### src/rtl/gf180mcu_latch_bank_wr_ctrl.sv
// Write sequencer for a bank of transparent-high latch words (latq cells).
// Accepts one write per valid/ready handshake and drives the shared D bus.
// It then opens exactly one E line, framed by a SETUP cycle and HOLD cycle(s).
// Optional build macro GF180MCU_LATWR_HOLD2_EN stretches HOLD to two cycles
// for extra hold margin on slow corners.
module gf180mcu_latch_bank_wr_ctrl #(
  parameter int WIDTH    = 8,
  parameter int DEPTH    = 4,
  parameter int ADDR_W   = 2,
  parameter int OPEN_CYC = 1
) (
  input  logic              CLK,
  input  logic              RN,
  input  logic              wr_valid,
  output logic              wr_ready,
  input  logic [ADDR_W-1:0] wr_addr,
  input  logic [WIDTH-1:0]  wr_data,
  output logic [WIDTH-1:0]  D,
  output logic [DEPTH-1:0]  E,
  output logic              busy,
  output logic              addr_err
);

`ifdef GF180MCU_LATWR_HOLD2_EN
  localparam int HOLD_CYC = 2;
`else
  localparam int HOLD_CYC = 1;
`endif

  typedef enum logic [1:0] {IDLE, SETUP, OPEN, HOLD} state_t;

  state_t            state_q, state_d;
  logic [3:0]        cnt_q, cnt_d;
  logic [ADDR_W-1:0] addr_q, addr_d;
  logic [WIDTH-1:0]  data_q, data_d;
  logic [DEPTH-1:0]  enable_q, enable_d;
  logic              ready_q, ready_d;
  logic              busy_q, busy_d;
  logic              err_q, err_d;
  logic              wrAccept;
  logic              inRange;

  // A request is taken only in IDLE; the range check decides write vs. error pulse.
  assign wrAccept = (state_q == IDLE) && wr_valid;
  assign inRange  = 32'(wr_addr) < 32'(DEPTH);

  // State register; RN drops the sequence back to IDLE immediately.
  always_ff @(posedge CLK or negedge RN) begin
    if (!RN) begin
      state_q <= IDLE;
      cnt_q   <= 4'd0;
    end else begin
      state_q <= state_d;
      cnt_q   <= cnt_d;
    end
  end

  // Next-state logic; one down counter times both the OPEN window and HOLD.
  always_comb begin
    state_d = state_q;
    cnt_d   = cnt_q;
    unique case (state_q)
      IDLE: begin
        if (wrAccept && inRange) begin
          state_d = SETUP;
        end
      end
      SETUP: begin
        state_d = OPEN;
        cnt_d   = 4'(OPEN_CYC - 1);
      end
      OPEN: begin
        if (cnt_q == 4'd0) begin
          state_d = HOLD;
          cnt_d   = 4'(HOLD_CYC - 1);
        end else begin
          cnt_d = cnt_q - 4'd1;
        end
      end
      HOLD: begin
        if (cnt_q == 4'd0) begin
          state_d = IDLE;
        end else begin
          cnt_d = cnt_q - 4'd1;
        end
      end
      default: state_d = IDLE;
    endcase
  end

  // Output next values derived from the upcoming state so every pin comes from a flop.
  always_comb begin
    addr_d  = addr_q;
    data_d  = data_q;
    ready_d = (state_d == IDLE);
    busy_d  = (state_d != IDLE);
    err_d   = wrAccept && !inRange;
    if (wrAccept && inRange) begin
      addr_d = wr_addr;
      data_d = wr_data;
    end
    for (int i = 0; i < DEPTH; i++) begin
      enable_d[i] = (state_d == OPEN) && (addr_q == ADDR_W'(i));
    end
  end

  // Output registers; reset clears E asynchronously so no latch is left open.
  always_ff @(posedge CLK or negedge RN) begin
    if (!RN) begin
      addr_q   <= '0;
      data_q   <= '0;
      enable_q <= '0;
      ready_q  <= 1'b1;
      busy_q   <= 1'b0;
      err_q    <= 1'b0;
    end else begin
      addr_q   <= addr_d;
      data_q   <= data_d;
      enable_q <= enable_d;
      ready_q  <= ready_d;
      busy_q   <= busy_d;
      err_q    <= err_d;
    end
  end

  assign wr_ready = ready_q;
  assign D        = data_q;
  assign E        = enable_q;
  assign busy     = busy_q;
  assign addr_err = err_q;

endmodule

### config.mk
export PLATFORM = sky130hd
export DESIGN_NAME = gf180mcu_latch_bank_wr_ctrl
export DESIGN_NICKNAME = d
export VERILOG_FILES = /design/src/rtl/gf180mcu_latch_bank_wr_ctrl.sv
export SDC_FILE = /design/constraint.sdc
export NUM_CORES = 1
export LEC_CHECK = 0
export CORE_MARGIN = 2
export CORE_UTILIZATION = 34
export DETAILED_ROUTE_END_ITERATION = 6
export GPL_TIMING_DRIVEN = 0
export PLACE_DENSITY = 0.59
export REMOVE_ABC_BUFFERS = 1
export SYNTH_ARGS = -nofsm -noshare
export SYNTH_HDL_FRONTEND = slang
export SYNTH_SLANG_ARGS = --single-unit
export TNS_END_PERCENT = 5
### constraint.sdc
create_clock -name CLK -period 2 [get_ports CLK]
set_clock_uncertainty 0.15 [all_clocks]
set_input_delay 0.6 -clock CLK [delete_from_list [all_inputs] [get_ports CLK]]
set_output_delay 0.6 -clock CLK [all_outputs]
set_load 0.01 [all_outputs]
After elaboration in Yosys (flattened, before gate mapping). Index checks and enable logic that the tools add are counted.

Add/subtract/negate cells: 1. Equality and inequality tests: 8. Multiplexer cells: 7. Reductions and logical operators: 12.

Operators by type and width (number): $pmux W4 S3 (1); $eq A2 B2 Y1 const B (5); $mux W4 (2); $pmux W2 S4 (1); $logic_not A2 Y1 (3); $mux W2 (3); $logic_and A1 B1 Y1 (5); $eq A2 B1 Y1 const B (2); $logic_not A4 Y1 (1); $sub A4 B1 Y4 const B (1); $reduce_bool A3 Y1 (1); $ne A2 B2 Y1 const B (1); $reduce_and A2 Y1 (1); $reduce_bool A2 Y1 (1).

Bits in registers: 22. Bits of input ports: 13. Output and inout bits: 15. Logic and storage cells: 35.

Logic depth before layout (Yosys ltp).
Depth in word-level cells: 6. Mapped depth: 5. Gate-level depth less buffers: 5.

Least setup slack after synthesis. Ideal clock, no wire load.

Path type: register -> register. From: reg cnt_q[0]. To: reg cnt_q[1]. Library setup time: 104 ps. Data arrival time: 1406 ps. Data required time: 1746 ps. Path slack: 340 ps. Stages on the path, launching flop included: 6. Path buffers: 0. Clock period less this slack: 1660 ps. Cell sequence: dfrtp_1 inv_1 ha_1 or3b_4 or3_1 o311ai_1.

Cells in the longest elaborated chain, start to end: 3. Elaborated cells on any way between the ends: 7. Those cells by class: add/sub: 1; eq/ne: 1; mux: 3; reduce/logical: 2.

Ends and longest elaborated chain: start, declared (line 33) `logic [3:0] cnt_q, cnt_d;`; start signal, assigned (line 54) `cnt_q <= cnt_d;`; $sub A4 B1 Y4 or $logic_not A4 Y1 (tied branches); $mux W4 (tied with other cells) (line 81) `if (cnt_q == 4'd0) begin`; $pmux W4 S3 or $reduce_and A2 Y1 (tied branches).

Several ways; a longest one is shown, not always the timed one. The select of a mux whose other input is x is not followed. A chain may end at the register's enable or synchronous reset.

Worst setup path in the final report.
From: reg enable_q[3], in the netlist E[3]. To: out E[3].

RTL lines: start, declared (line 36) `logic [DEPTH-1:0] enable_q, enable_d;`; start signal, assigned (line 119) `enable_q <= enable_d;`; end, declared (line 19) `output logic [DEPTH-1:0] E,`.

No word-level cell between the ends.

==> results by group <==
Outcome
  – Outcome: completed

Logic synthesis
  – Prevailing post-synth register cell: dfrtp_1
  – Top cells by count, synth: dfrtp_1 (21), mux2_2 (10), nand2_1 (5)
  – Mapped Cells: 74
  – Ys async rst share: 1.00
  – Synthesized flop and latch total: 22
  – Count leader, synth: dfrtp_1
  – Most area-consuming cells after synthesis: dfrtp_1 (57%), mux2_2 (12%), dfstp_2 (2.8%), ha_1 (2.7%), nor3b_1 (2.4%)
  – Leading area contributor after synthesis: dfrtp_1
  – Post-Syn Area per Cell: approximately 13 um^2
  – Top-area cell type share of the netlist area: 0.566
  – Netlist cell types: 29
  – Post-synthesis sequential area ratio: 0.594
  – EDFF count, synth: 0
  – Syn Std Cell Area: a little over 900 um^2
  – Ys Warns: 0

STA
  – Minimum clock period after layout: ~1.9 ns
  – Worst slew pin tran: about 0.97 ns
  – FMAX: 0.523 GHz
  – Max transition margin: 0.354
  – Tcrit/Tclk final: 0.957
  – Unrepaired setup endpoints after global routing: no
  – Final hold viol count: 0
  – Slew Viols, Final: 0
  – Final setup fails: 0
  – Final Hold Slack: 0.354 ns
  – Fin worst setup slack: 0.0865 ns

Power and ir drop
  – Power Density: 1250 mW/mm^2
  – Combinational share of power: 0.392
  – Switch Pwr: 0.485 mW
  – Power share of the clock group: 0.150
  – LEAKAGE: around 0.6 nW
  – Internal Power: 1.10 mW
  – Sequential power share: 0.458
  – VDD IR max: 0.736 mV
  – Switching share of power: 0.306

CTS
  – Clock root cell: clkbuf_4
  – Hold-fix buffers at CTS: 0
  – Clk buf depth: 2
  – Clock slew at reported path FFs: 0.11 ns
  – CTS Buf Count: 3
  – Htree depth: 1
  – Clk sink count: 22
  – CTS tree: done
  – Clk_lat worst skew: 0.29 ns

Routing
  – Antenna Violating Nets Remaining: 0
  – Via count: 640
  – DRT iter0 DRCs: 2
  – Post-route DRC: 0
  – Wire per inst: 12.2 um
  – TritonRoute pass-1 iters: 4
  – WL final: 1600 um
  – Vias per std cell: 4.89

Floorplan
  – Die ar.: 0.00316 mm^2
  – Die X: 56.3 um
  – Number of placed I/O pins: 28
  – Area of the core: 0.00252 mm^2
  – Die H: 56.3 um
  – Placement Rows: 18
  – Initial Utilization: 0.368

Cells and area
  – Layout cells sized above 1: 0.178
  – Area of the multi-input gates: 347 um^2
  – Area grow syn2layout: 36.0%
  – Diode count: 0
  – Final non-filler cell total: roughly 130
  – Reg area: 552 um^2
  – Fillcell total: 243
  – Fin util: 0.500
  – Final Instance Area: 0.00126 mm^2
  – Fin nets: 117

Setup path
  – Critical path's top delay family: buffers and inverters
  – Crit end category: output port
  – Critical Path Source Type: flop
  – CP endpoint: E[3]
  – Worst Path Arrival: roughly 1.2 ns
  – Cells along the critical path: clkdlybuf4s50_1
  – Buf/Inv on CP: 1
  – Reg2reg path depth: 5
  – Crit path largest cell delay: 0.52 ns
  – Crit path depth: 1
  – Worst reg2reg path endpoint: cnt_q[1]$_DFFE_PN0P_
  – R2R setup slack: 0.23 ns
  – Origin of the worst setup path: E[3]$_DFF_PN0_
  – Critical Setup Path Class: flop to output port
  – Crit Path Max Fanout: 1
  – Slowest cell on crit path: clkdlybuf4s50_1
  – CP required: 1.25 ns
  – Reg-to-reg startpoint: cnt_q[1]$_DFFE_PN0P_

Job
  – Max-cap check violation count: 0

GRT
  – GRT overflow: 0
  – Pin count of the biggest net entering global routing: 23
  – Global-route wire length before repair: 3080 um
  – Antenna violations before repair: 0
  – Global Route Usage Sum: 0.122
  – Vias in the first global route: 712

Worst hold path
  – Hold crit path type: flop to flop

Place
  – Dpl cell area: 0.00121 mm^2
  – Post-placement setup slack: -0.237 ns
  – # port buffers: 26
  – Detailed Place HPWL: roughly 1200 um
  – Cell total after placement: approximately 130
  – Gpl congestion: 0.762
[stage by stage]
stage / TNS (ns) / power [mW]
floorplan: 0 / 1.05
finish: 0 / 1.58
detailed placement: -2.30 / 1.40
global route: 0 / 1.71
CTS: 0 / 1.64
global placement: -2.82 / 1.38
[cell type report]
cell class | instances | area share
timing repair buffer | 26 | 0.221
multi-input combinational | 46 | 0.275
inverter | 3 | 0.00892
tap | 30 | 0.0297
clock buffer | 4 | 0.0287
sequential | 22 | 0.437
[routing by layer]
metal / part of all wire / GRT usage
met1: 0.41 / 0.148
met2: 0.50 / 0.202
met3: 0.088 / 0.0484
met4: 0 / 0.0306
met5: 0 / 0
[power groups by stage]
| stage | clock network (mW) | registers [mW] | logic (mW) |
|---|---|---|---|
| finish | 0.237 | 0.725 | 0.620 |
| global route | 0.268 | 0.761 | 0.683 |
| CTS | 0.253 | 0.731 | 0.657 |
| detailed placement | 0 | 0.740 | 0.659 |
| global placement | 0 | 0.734 | 0.651 |
| floorplan | 0 | 0.787 | 0.265 |
[registers in the layout (all words and copies together), names as in the netlist]
register  flops
E             4
addr_q        2
busy          1
wr_ready      1
cnt_q         4
state_q       2
D             8
[worst register-to-register path: stages (launching register included)]
cell and delay (ns):
dfrtp_1 0.43, inv_1 0.10, ha_1 0.17, or3b_4 0.40
or3_1 0.35, o311ai_1 0.07
[logic make-up (layout without fill, tap and decap cells)]
group                      count (synthesis)  in the layout  synth area share
adders and majority gates                  2              2            0.0269
DFF                                       22             22             0.594
muxes                                     10             10             0.121
buffers and inverters                      6             33            0.0337
other                                      1              1           0.00404
xor gates and xnor gates                   1              1           0.00944
AOI/OAI and AO/OA                         10             10            0.0714
and+or+nand+nor                           22             22             0.139
[worst min path at each step]
stage,end,start,slack [ns],cells after the start
after floorplan,D[0]$_DFFE_PN0P_,RN,0.15,0
after global placement,D[1]$_DFFE_PN0P_,D[1]$_DFFE_PN0P_,0.34,1
after detailed placement,E[2]$_DFF_PN0_,addr_q[0]$_DFFE_PN0P_,0.34,1
after CTS,E[2]$_DFF_PN0_,addr_q[0]$_DFFE_PN0P_,0.36,1
after global routing,D[4]$_DFFE_PN0P_,D[4]$_DFFE_PN0P_,0.38,1
final,E[0]$_DFF_PN0_,addr_q[0]$_DFFE_PN0P_,0.35,1
[placed cells by master, fill, tap and decap left out, types with 2 or more instances in the layout]
| cell | synthesis | final |
|---|---|---|
| dlymetal6s2s_1 | 0 | 8 |
| ha_1 | 2 | 2 |
| nand2_1 | 5 | 5 |
| mux2_2 | 10 | 10 |
| nor2_1 | 2 | 2 |
| nor3_1 | 2 | 2 |
| inv_1 | 3 | 3 |
| nor3b_1 | 3 | 3 |
| clkbuf_4 | 0 | 3 |
| dfrtp_1 | 21 | 21 |
| o311ai_1 | 2 | 2 |
| clkdlybuf4s50_1 | 0 | 17 |
| o21ai_0 | 3 | 3 |
[timing repair]
item	CTS	global route
endpoints found under the setup margin	1	18
gates resized for setup	1	9
buffers inserted	0	0
Note: power is estimated with default switching activity, not from simulation.
